==> config.mk <==
export PLATFORM = sky130hd
export DESIGN_NAME = cpu_sequencer
export DESIGN_NICKNAME = d
export VERILOG_FILES = /design/src/rtl/cpu_pkg.sv /design/src/rtl/cpu_regfile.sv /design/src/rtl/cpu_sequencer.sv
export SDC_FILE = /design/constraint.sdc
export NUM_CORES = 1
export LEC_CHECK = 0
export CORE_MARGIN = 2
export CORE_UTILIZATION = 55
export CTS_CLUSTER_SIZE = 28
export DETAILED_ROUTE_END_ITERATION = 7
export PLACE_DENSITY_LB_ADDON = 0.2
export REMOVE_ABC_BUFFERS = 1
export SYNTH_ARGS = -nofsm -noshare
export SYNTH_HDL_FRONTEND = slang
export SYNTH_HIERARCHICAL = 1
export SYNTH_SLANG_ARGS = --single-unit
==> constraint.sdc <==
create_clock -name clk -period 4.3 [get_ports clk]
set_input_delay 0.43 -clock clk [delete_from_list [all_inputs] [get_ports clk]]
set_output_delay 0.43 -clock clk [all_outputs]
set_load 0.005 [all_outputs]
==> src/rtl/cpu_pkg.sv <==
// Shared definitions for the sequencer, its register file, and the ROM /
// assembler tables: instruction field positions, opcodes, FSM states.
package cpu_pkg;

    localparam int DATA_W   = 16;
    localparam int NUM_REGS = 8;
    localparam int OP_W     = 3;
    localparam int REG_AW   = 3;
    localparam int INSTR_W  = OP_W + 2 * REG_AW;

    // Instruction layout: [8:6] opcode, [5:3] rx (destination), [2:0] ry (source)
    localparam int OP_MSB = 8;
    localparam int OP_LSB = 6;
    localparam int RX_MSB = 5;
    localparam int RX_LSB = 3;
    localparam int RY_MSB = 2;
    localparam int RY_LSB = 0;

    typedef logic [OP_W-1:0] opcode_t;

    localparam opcode_t OP_LOAD = 3'b000;
    localparam opcode_t OP_MOV  = 3'b001;
    localparam opcode_t OP_ADD  = 3'b010;
    localparam opcode_t OP_XOR  = 3'b011;
    localparam opcode_t OP_HALT = 3'b100;

    typedef enum logic [2:0] {
        ST_IDLE    = 3'd0,
        ST_FETCH   = 3'd1,
        ST_EXEC    = 3'd2,
        ST_ADVANCE = 3'd3,
        ST_SETTLE  = 3'd4,
        ST_HALT    = 3'd5
    } state_t;

    // Opcodes that write R[rx] in EXEC
    function automatic logic op_writes(opcode_t op);
        return (op == OP_LOAD) || (op == OP_MOV) || (op == OP_ADD) || (op == OP_XOR);
    endfunction

    // Opcodes above halt are unassigned
    function automatic logic op_illegal(opcode_t op);
        return op > OP_HALT;
    endfunction

endpackage

==> src/rtl/cpu_regfile.sv <==
// 8x16 register file: one synchronous write port, a dual-address operand
// read port and an independent debug read port, all reads combinational.
module cpu_regfile
    import cpu_pkg::*;
(
    input  logic              clk,
    input  logic              rst,
    input  logic              we,
    input  logic [REG_AW-1:0] wa,
    input  logic [DATA_W-1:0] wd,
    input  logic [REG_AW-1:0] ra,
    input  logic [REG_AW-1:0] rb,
    input  logic [REG_AW-1:0] dbg_sel,
    output logic [DATA_W-1:0] rd_a,
    output logic [DATA_W-1:0] rd_b,
    output logic [DATA_W-1:0] dbg_data
);

    logic [DATA_W-1:0] regs [NUM_REGS];

    // Reset clears every register; otherwise one write per enabled cycle
    always_ff @(posedge clk) begin
        if (rst) begin
            for (int i = 0; i < NUM_REGS; i++) begin
                regs[i] <= '0;
            end
        end else if (we) begin
            regs[wa] <= wd;
        end
    end

    // Reads see the pre-write value in the cycle a write is pending
    assign rd_a     = regs[ra];
    assign rd_b     = regs[rb];
    assign dbg_data = regs[dbg_sel];

endmodule

==> src/rtl/cpu_sequencer.sv <==
// Fetch/execute control stage behind the program ROM. Each instruction takes
// FETCH, EXEC, ADVANCE, SETTLE (4 cycles); halt parks the FSM in HALT.
// Build option: ILLEGAL_OP_TRAP_EN makes opcodes 101..111 trap to HALT with
// a sticky err flag; without it they execute as NOPs and err is tied low.
//
// ROM handshake: step is a registered single-cycle pulse driven in ADVANCE.
// The ROM advances its address on that pulse and must present the new
// instruction/data_var by the end of SETTLE; the sequencer samples them in
// FETCH only. There is no back-pressure: the ROM is assumed always ready.
module cpu_sequencer
    import cpu_pkg::*;
(
    input  logic               clk,
    input  logic               rst,
    input  logic               start,
    input  logic [INSTR_W-1:0] instruction,
    input  logic [DATA_W-1:0]  data_var,
    output logic               step,
    output logic               busy,
    output logic               done,
    output logic               err,
    output logic               wr_en,
    output logic [DATA_W-1:0]  wr_data,
    input  logic [REG_AW-1:0]  dbg_sel,
    output logic [DATA_W-1:0]  dbg_data,
    output state_t             dbg_state
);

    state_t             state_q;
    state_t             state_d;
    logic [INSTR_W-1:0] ir_q;
    logic [DATA_W-1:0]  dr_q;
    logic               step_d;
    logic               busy_d;
    logic               done_d;
    logic               wr_en_d;
    logic               trap_hit;
    logic [DATA_W-1:0]  rx_val;
    logic [DATA_W-1:0]  ry_val;
    logic [DATA_W-1:0]  alu_res;

    opcode_t            op_ir;
    logic [REG_AW-1:0]  rx_ir;
    logic [REG_AW-1:0]  ry_ir;

    assign op_ir     = ir_q[OP_MSB:OP_LSB];
    assign rx_ir     = ir_q[RX_MSB:RX_LSB];
    assign ry_ir     = ir_q[RY_MSB:RY_LSB];
    assign dbg_state = state_q;

    // State, instruction/data latches and registered control outputs
    always_ff @(posedge clk) begin
        if (rst) begin
            state_q <= ST_IDLE;
            ir_q    <= '0;
            dr_q    <= '0;
            step    <= 1'b0;
            busy    <= 1'b0;
            done    <= 1'b0;
            wr_en   <= 1'b0;
        end else begin
            state_q <= state_d;
            step    <= step_d;
            busy    <= busy_d;
            done    <= done_d;
            wr_en   <= wr_en_d;
            if (state_q == ST_FETCH) begin
                ir_q <= instruction;
                dr_q <= data_var;
            end
        end
    end

`ifdef ILLEGAL_OP_TRAP_EN
    assign trap_hit = op_illegal(op_ir);

    // Sticky trap flag, set on leaving EXEC with an illegal opcode
    always_ff @(posedge clk) begin
        if (rst) begin
            err <= 1'b0;
        end else if ((state_q == ST_EXEC) && trap_hit) begin
            err <= 1'b1;
        end
    end
`else
    assign trap_hit = 1'b0;
    assign err      = 1'b0;
`endif

    // Next-state decode
    always_comb begin
        state_d = state_q;
        case (state_q)
            ST_IDLE:    if (start) state_d = ST_FETCH;
            ST_FETCH:   state_d = ST_EXEC;
            ST_EXEC: begin
                if ((op_ir == OP_HALT) || trap_hit) state_d = ST_HALT;
                else                                state_d = ST_ADVANCE;
            end
            ST_ADVANCE: state_d = ST_SETTLE;
            ST_SETTLE:  state_d = ST_FETCH;
            ST_HALT:    state_d = ST_HALT;
            default:    state_d = ST_IDLE;
        endcase
    end

    // Output decode from the next state so the outputs register glitch-free;
    // EXEC is only entered from FETCH, where the opcode is still on the bus
    always_comb begin
        step_d  = (state_d == ST_ADVANCE);
        busy_d  = (state_d != ST_IDLE) && (state_d != ST_HALT);
        done_d  = (state_d == ST_HALT);
        wr_en_d = (state_d == ST_EXEC) && op_writes(instruction[OP_MSB:OP_LSB]);
    end

    // ALU on pre-write operand values; add wraps modulo 2^16
    always_comb begin
        case (op_ir)
            OP_LOAD: alu_res = dr_q;
            OP_MOV:  alu_res = ry_val;
            OP_ADD:  alu_res = rx_val + ry_val;
            OP_XOR:  alu_res = rx_val ^ ry_val;
            default: alu_res = '0;
        endcase
    end

    assign wr_data = wr_en ? alu_res : '0;

    cpu_regfile u_regfile (
        .clk      (clk),
        .rst      (rst),
        .we       (wr_en),
        .wa       (rx_ir),
        .wd       (alu_res),
        .ra       (rx_ir),
        .rb       (ry_ir),
        .dbg_sel  (dbg_sel),
        .rd_a     (rx_val),
        .rd_b     (ry_val),
        .dbg_data (dbg_data)
    );

endmodule

==> out/results.ini, run 1 <==
[grt]
grt_start_max_net_pins = 40
grtUsageTotal_pct = 32.9
antenna_found_initial = 0
grt_pass1_wl_um = 49300
gr-total-overflow = 0
grt_pass1_vias = 8338

[place]
gp_congestion = 0.949
place_hpwl_um = 22100
dp.cells = 1173
portBuffers = 69

[sta]
tightest_slew_ns = 1.12
skew_ns = 0.00999
slew_viol_final = 0
rsz0062_at_grt = yes
setup_tns_ns = 0
fin_crit_ns = 4.23
setup_viol = 0
finalCritPeriodShare_pct = 98.4
holdWs_ns = 0.459
relSlewSlack_pct = 25.3
max_freq_mhz = 236
finalHoldViolCount = 0

[clocking]
tritoncts = built
numCtsBuffers = 17
postCtsHoldBufs = 0
clock_latency_ns = 0.43
htreeDepth = 4
root_buffer = clkbuf_16
clockBufferDepth = 2
clk_pin_slew_worst_paths_ns = 0.07
clkSinkCount = 160

[pwr]
clkPwrFrac_pct = 32.7
seqPwrFrac_pct = 41.1
intPower_mw = 3.05
p_leak_nw = 4.57
p_switching_mw = 1.32
switching_share_pct = 30.2
ir_drop_v = 0.000291
p_per_area_nw_per_um2 = 342
pwr-share-comb_pct = 26.1

[synth]
synth_compound_area_share_pct = 7.72
synthTopCellsByArea = edfxtp_1, mux4_1, dfxtp_1, nor3_1, mux2_2
ys_warn_count = 6
synth-seq-cells = 160
yosys.area.top_type_share_pct = 35.8
synth.distinct_cells = 68
netlist_area_um2 = 10700
syn_avg_cell_area_um2 = 12.4
synthSimpleGateAreaFrac_pct = 12.9
synth_edf_count = 128
synth_top_family_by_area = multiplexers
async_flop_share_pct = 0
synth_ff_type = edfxtp_1
synth_area_leader_cell = edfxtp_1
muxShareOfSynthArea_pct = 29.5
synthAdderAreaFrac_pct = 1.93
ys_seq_area_share_pct = 41.8
syn_inst = 868
synth-xor-area-share_pct = 0.652

[job]
cap_violations = 0

[routing]
drc = 0
drtAntennaViolNets = 0
wirelength_met1_um = 13100
wl_per_cell_um = 27.2
dr_wl_met2_um = 15800
vias_per_cell = 6.86
route.met3.wl_um = 3170
drt-initial-drc-count = 883
drt-total-wl_um = 33400
dr_total_vias = 8434
highest_layer = met4
drt_pass1_iterations = 5

[critical_path]
path_cells = buf_12 -> mux4_1 -> mux2_2 -> ha_1 -> nand3_1 -> nand2_2 -> buf_4 -> a21oi_4 -> o21bai_1 -> xnor2_1 -> a22o_1 -> clkdlybuf4s50_1
r2r-start = ir_q[3]
critPathRequiredTime_ns = 3.87
end_kind = output pin
crit_path_end = wr_data[11]
critPathKind = flip-flop to output pin
path_delay_family = multiplexers
crit_slowest_cell = mux4_1
timing.rr.end = u_regfile/regs[7][11]
worstSetupStartpoint = ir_q[3]
critPathBufInv = 3
arrival_ns = 3.80
critPathLaunchType = flip-flop
r2r_slack_ns = 0.26
cp.depth = 12
max_stage_delay_ns = 0.54
critical_path_peak_fanout = 8
ff2ff_path_depth = 19

[die]
die-height_um = 144
fp-row-count = 51
fp.coreArea_um2 = 19300
io_pins = 71
die_w_um = 144
die-area_um2 = 20700
start_util_pct = 55.5

[finish]
fill_cells = 1438
regArea_um2 = 4490
multi_input_area_um2 = 5870
synthToLayoutAreaGrowth_pct = 18.7
antenna_cells = 0
final_cell_mix = nor3_1, edfxtp_1, mux4_1, buf_4, nand2_1
layout-drive-gt1-share_pct = 24.6
instances_no_fill = 1229
nets = 998

[worst_hold_path]
hold_path_class = flip-flop to flip-flop
min_path_cells = 2

[status]
status = finished, final reports clean

## through the flow
step / util (%) / total power, mW / instance area (um2) / setup WS [ns]
4_1_cts: 65.1 / 4.30 / 12600 / -0.0327
6_report: 65.9 / 4.37 / 12800 / 0.0702
2_1_floorplan: - / 2.41 / 10300 / 0.197
3_3_place_gp: 60.9 / 2.78 / 11800 / 0.134
3_5_place_dp: 60.9 / 2.80 / 11800 / 0.130
5_1_grt: 65.9 / 4.52 / 12800 / -0.0312
## timing repair
action | CTS | global route
gates cloned | 1 | 0
setup buffers | 17 | 6
endpoints found under the setup margin | 12 | 13
pin swaps | 12 | 13
resized for setup | 30 | 27
## routing by layer
layer,up-vias,GRT usage [%]
li1,3621,-
met1,4189,44.0
met2,524,52.8
met3,100,6.50
met4,0,13.8
met5,-,0
## registers in the layout, summed over array words and instances, names as in the netlist
signal and flops:
u_regfile/regs 128, dr_q 16, ir_q 9, dbg_state 3
busy 1, done 1, step 1, wr_en 1
## final cells by class
type	count	share of cell area (%)
flip-flops and latches	160	35.2
well taps	265	2.60
clock inverters	15	0.932
repair buffers	151	11.0
inverters	29	0.854
clock buffers	17	3.34
multi-input cells	592	46.0
## synth_stat cells (all sizes together) (2+ instances only)
cell    number
a211oi       3
a21o         4
a21oi       58
a22oi        2
a311oi       2
a31oi        4
a41oi        2
and3         3
buf         49
clkbuf      38
clkinv      16
dfxtp       32
edfxtp     128
ha          15
inv         13
mux2        49
mux2i       12
mux4        97
nand2       74
nand2b       8
nand3       10
nand4        4
nor2        35
nor2b        5
nor3       134
nor3b        4
o211ai       2
o21ai        9
o21bai      13
o22ai       12
o31ai        2
or3          3
xnor2        7
## worst min path at each step
stage,start,end,slack [ns]
after floorplan,dr_q[2],dr_q[2],0.43
after global placement,dr_q[2],dr_q[2],0.44
after detailed placement,dr_q[5],dr_q[5],0.45
after CTS,dr_q[5],dr_q[5],0.46
after global routing,dr_q[2],dr_q[2],0.48
final,dr_q[2],dr_q[2],0.46
## cell families after synthesis
family	Yosys count
buffers and inverters	116
adders and majority gates	16
other	1
AOI/OAI and AO/OA	124
and+or+nand+nor	285
muxes	158
DFF	160
xor gates and xnor gates	8
## power groups by stage
stage,sequential [mW],combinational (mW),clock (mW)
2_1_floorplan,1.82,0.584,0
3_3_place_gp,1.82,0.959,0
3_5_place_dp,1.83,0.974,0
4_1_cts,1.79,1.07,1.43
5_1_grt,1.80,1.21,1.51
6_report,1.80,1.14,1.43
## worst min-delay path: stages (launching register included)
cell and delay [ns]:
dfxtp_1 0.31, nand2_1 0.05, a21oi_1 0.05
(Power assumes the default switching activity.)
==> run 2, diff against run 1 <==
Settings changed: ABC_AREA set to 1, SLEW_MARGIN set to 40.
==> run 2 against run 1 <==
Net effect: the run now ends with DRC left; area after synthesis is 5.9% higher; die area is 5.7% higher; routed wire length is 12% higher; clock skew is 0.0010 ns higher; clock power is 6% higher; first-iteration DRC count is 43% higher; register-to-register slack better by 0.78 ns; non-clock buffer count is 51 lower; utilization is 2.6 points lower; global-route usage is 1.5 points higher; combinational power is 9.6% higher; highest routed layer unchanged.
==> out/results.ini, run 2 <==
[status]
status = complete, but fails checks
violations = DRC

[finish]
largest_reg_flops = 128  ; unchanged
instances_no_fill = 2066  ; +68%
mostFrequentLayoutCell = nand2_1
final_cell_mix = nand2_1, nand3_1, inv_1, nor2_1, edfxtp_1
antenna_cells = 0  ; unchanged
layout-drive-gt1-share_pct = 5.96  ; -19 points
regMostFlops = u_regfile/regs
nets = 1830  ; +83%
synthToLayoutAreaGrowth_pct = 12.7
fill_cells = 1871  ; +30%
largest_registers = u_regfile/regs x128, dr_q x16, ir_q x9
final_util_pct = 63.4  ; -2.6 points

[routing]
vias_per_cell = 5.70  ; -17%
route.met3.wl_um = 4090  ; +29%
dr_wl_met2_um = 17300  ; +9.7%
drt_pass1_iterations = 8  ; +3
drtAntennaViolNets = 0  ; unchanged
highest_layer = met4
drt-total-wl_um = 37300  ; +12%
drc = 1  ; +1
wl_per_cell_um = 18.1  ; -34%
wirelength_met1_um = 13600  ; +3.7%
drt-initial-drc-count = 1260  ; +43%
dr_total_vias = 11768  ; +40%

[pwr]
ir_drop_v = 0.000306  ; +5.1%
pwr-share-comb_pct = 27.6  ; +1.5 points
power_mw = 4.52  ; +3.6%
seqPwrFrac_pct = 39.0  ; -2.1 points
intPower_mw = 2.97  ; -2.5%
p_switching_mw = 1.55  ; +17%
clkPwrFrac_pct = 33.4  ; +0.7 points
switching_share_pct = 34.3  ; +4.1 points
p_leak_nw = 6.30  ; +38%
p_per_area_nw_per_um2 = 353  ; +3.0%

[synth]
syn_inst = 1755  ; +100%
synthTopCellsByArea = edfxtp_1, nand2_1, nand3_1, inv_1, nor2_1
syn_avg_cell_area_um2 = 6.48  ; -48%
async_flop_share_pct = 0  ; unchanged
synth_most_common_cell = nand2_1
ys_top_cells_by_count = nand2_1, nand3_1, inv_1
yosys.area.top_type_share_pct = 33.8  ; -2.0 points
ys_seq_area_share_pct = 39.4  ; -2.3 points
synth_edf_count = 128  ; unchanged
netlist_area_um2 = 11400  ; +5.9%
synth_area_leader_cell = edfxtp_1
synth-seq-cells = 160  ; unchanged
ys_warn_count = 6  ; unchanged
synth.distinct_cells = 37  ; -46%
synth_ff_type = edfxtp_1

[job]
cap_violations = 0  ; unchanged

[place]
place_hpwl_um = 24000  ; +8.5%
portBuffers = 69  ; unchanged
dp.cells = 2029  ; +73%
gp_congestion = 1.02  ; +7.5%

[critical_path]
ff2ff_path_depth = 18  ; -1
end_kind = output pin
critical_path_peak_fanout = 13  ; +5
r2r-start = ir_q[1]
critPathKind = flip-flop to output pin
critPathRequiredTime_ns = 3.87  ; about the same
timing.rr.end = u_regfile/regs[6][8]
critPathLaunchType = flip-flop
arrival_ns = 3.72  ; -0.08 ns
r2r_slack_ns = 1.04  ; +0.78 ns

[clocking]
clkSinkCount = 160  ; unchanged
numCtsBuffers = 17  ; unchanged
clock_latency_ns = 0.44  ; about the same
clk_pin_slew_worst_paths_ns = 0.07  ; about the same
clockBufferDepth = 2  ; unchanged
tritoncts = built
root_buffer = clkbuf_16
htreeDepth = 4  ; unchanged

[grt]
grt_pass1_wl_um = 58000  ; +18%
grt_start_max_net_pins = 68  ; +70%
gr-total-overflow = 0  ; unchanged
grt_pass1_vias = 11260  ; +35%
grtUsageTotal_pct = 34.4  ; +1.5 points
antenna_found_initial = 0  ; unchanged

[sta]
slew_viol_final = 0  ; unchanged
rsz0062_at_grt = yes
tightest_slew_ns = 0.800  ; -0.317 ns
skew_ns = 0.0110  ; +0.00104 ns
fin_crit_ns = 4.15  ; -0.0770 ns
finalCritPeriodShare_pct = 96.6  ; -1.8 points
finalHoldViolCount = 0  ; unchanged
setup_viol = 0  ; unchanged
holdWs_ns = 0.463  ; +0.00456 ns
max_freq_mhz = 241  ; +1.9%
relSlewSlack_pct = 46.6  ; +21 points

[die]
die-height_um = 148  ; +2.8%
io_pins = 71  ; unchanged
fp.coreArea_um2 = 20200  ; +4.7%
fp-row-count = 52  ; +2.0%
die_w_um = 148  ; +2.8%
die-area_um2 = 21800  ; +5.7%
start_util_pct = 56.2  ; +0.65 points

[worst_hold_path]
min_path_cells = 2  ; unchanged
holdPathEnd = dr_q[2]
hold_path_class = flip-flop to flip-flop
holdCritStartpoint = dr_q[2]

-- run 2: cell types whose count changed in the layout (fill, tap and decap cells not counted), moves of 12 or more --
| cell | delta |
|---|---|
| nand2_1 | +679 |
| nand3_1 | +214 |
| inv_1 | +209 |
| nor2_1 | +143 |
| nor3_1 | -122 |
| mux4_1 | -82 |
| buf_4 | -50 |
| mux2_2 | -48 |
| clkinv_1 | -20 |
| mux4_2 | -15 |
| a21oi_1 | -14 |
| a211oi_1 | +13 |
| nand2_2 | +13 |
| mux2i_1 | -12 |
-- run 2: cells by family (layout without fill, tap and decap cells) --
family,Yosys count,in the layout,synth area share (%)
compound gates,70,70,4.31
xor+xnor,1,1,0.0770
fa+ha+maj,16,16,1.83
buf+inv,321,362,11.8
flops,160,160,39.4
other cells,1,1,0.0330
simple gates,1186,1186,42.5
-- run 2: power by group through the flow --
stage               Sequential, mW  Clock [mW]  Combinational, mW
global placement              1.79           0               1.18
detailed placement            1.80           0               1.20
floorplan                     1.82           0              0.759
CTS                           1.76        1.52               1.21
finish                        1.76        1.51               1.25
global route                  1.77        1.59               1.37
-- run 2: area by class of cell --
class                           count  area, um2  share of cell area [%]
Clock inverter                     13        125                   0.976
Timing Repair Buffer              100        991                    7.73
Tap cell                          270        338                    2.64
Sequential cell                   160       4490                    35.0
Clock buffer                       19        454                    3.54
Multi-Input combinational cell   1274       5560                    43.4
Inverter                          230        867                    6.76
-- run 2: per-layer routing --
| layer | up-vias | global-route usage (%) |
|---|---|---|
| met5 | - | 0 |
| met4 | 0 | 20.5 |
| met3 | 172 | 7.69 |
| met2 | 732 | 56.2 |
| met1 | 5321 | 41.8 |
| li1 | 5543 | - |
-- run 2: how the worst max path moves through the flow --
stage,start,to,cells after the start
floorplan,ir_q[3],wr_data[12],16
global placement,ir_q[1],wr_data[15],17
detailed placement,ir_q[4],wr_data[4],15
CTS,ir_q[4],wr_data[8],16
global route,ir_q[1],wr_data[15],17
finish,ir_q[1],wr_data[8],16
-- run 2: repair_timing --
action | 4_1_cts | 5_1_grt
setup endpoints to repair | 0 | 2
hold buffers | 0 | 0
gates resized for setup | 0 | 3
endpoints found under the hold margin | 0 | 0
buffers inserted | 0 | 5
-- run 2: stage by stage --
stage          TNS, ns  area [um2]  setup slack [ns]
6_report             0       12800             0.147
5_1_grt        -0.0270       12800           -0.0137
4_1_cts              0       12800             0.228
3_5_place_dp         0       12200             0.771
3_3_place_gp         0       12200             0.823
2_1_floorplan        0       10900            0.0536
-- run 2: critical path, stage by stage, from the launching register on --
cell	delay, ns
dfxtp_1	0.31
inv_1	0.43
nand3_1	0.15
nand2_1	0.09
nand2_1	0.05
nand2_1	0.10
ha_1	0.21
inv_1	0.07
fa_1	0.35
inv_1	0.13
nand3_1	0.09
nand3_1	0.15
nand2_1	0.09
nand4_1	0.09
nand3_1	0.13
a21oi_1	0.28
clkdlybuf4s50_1	0.55
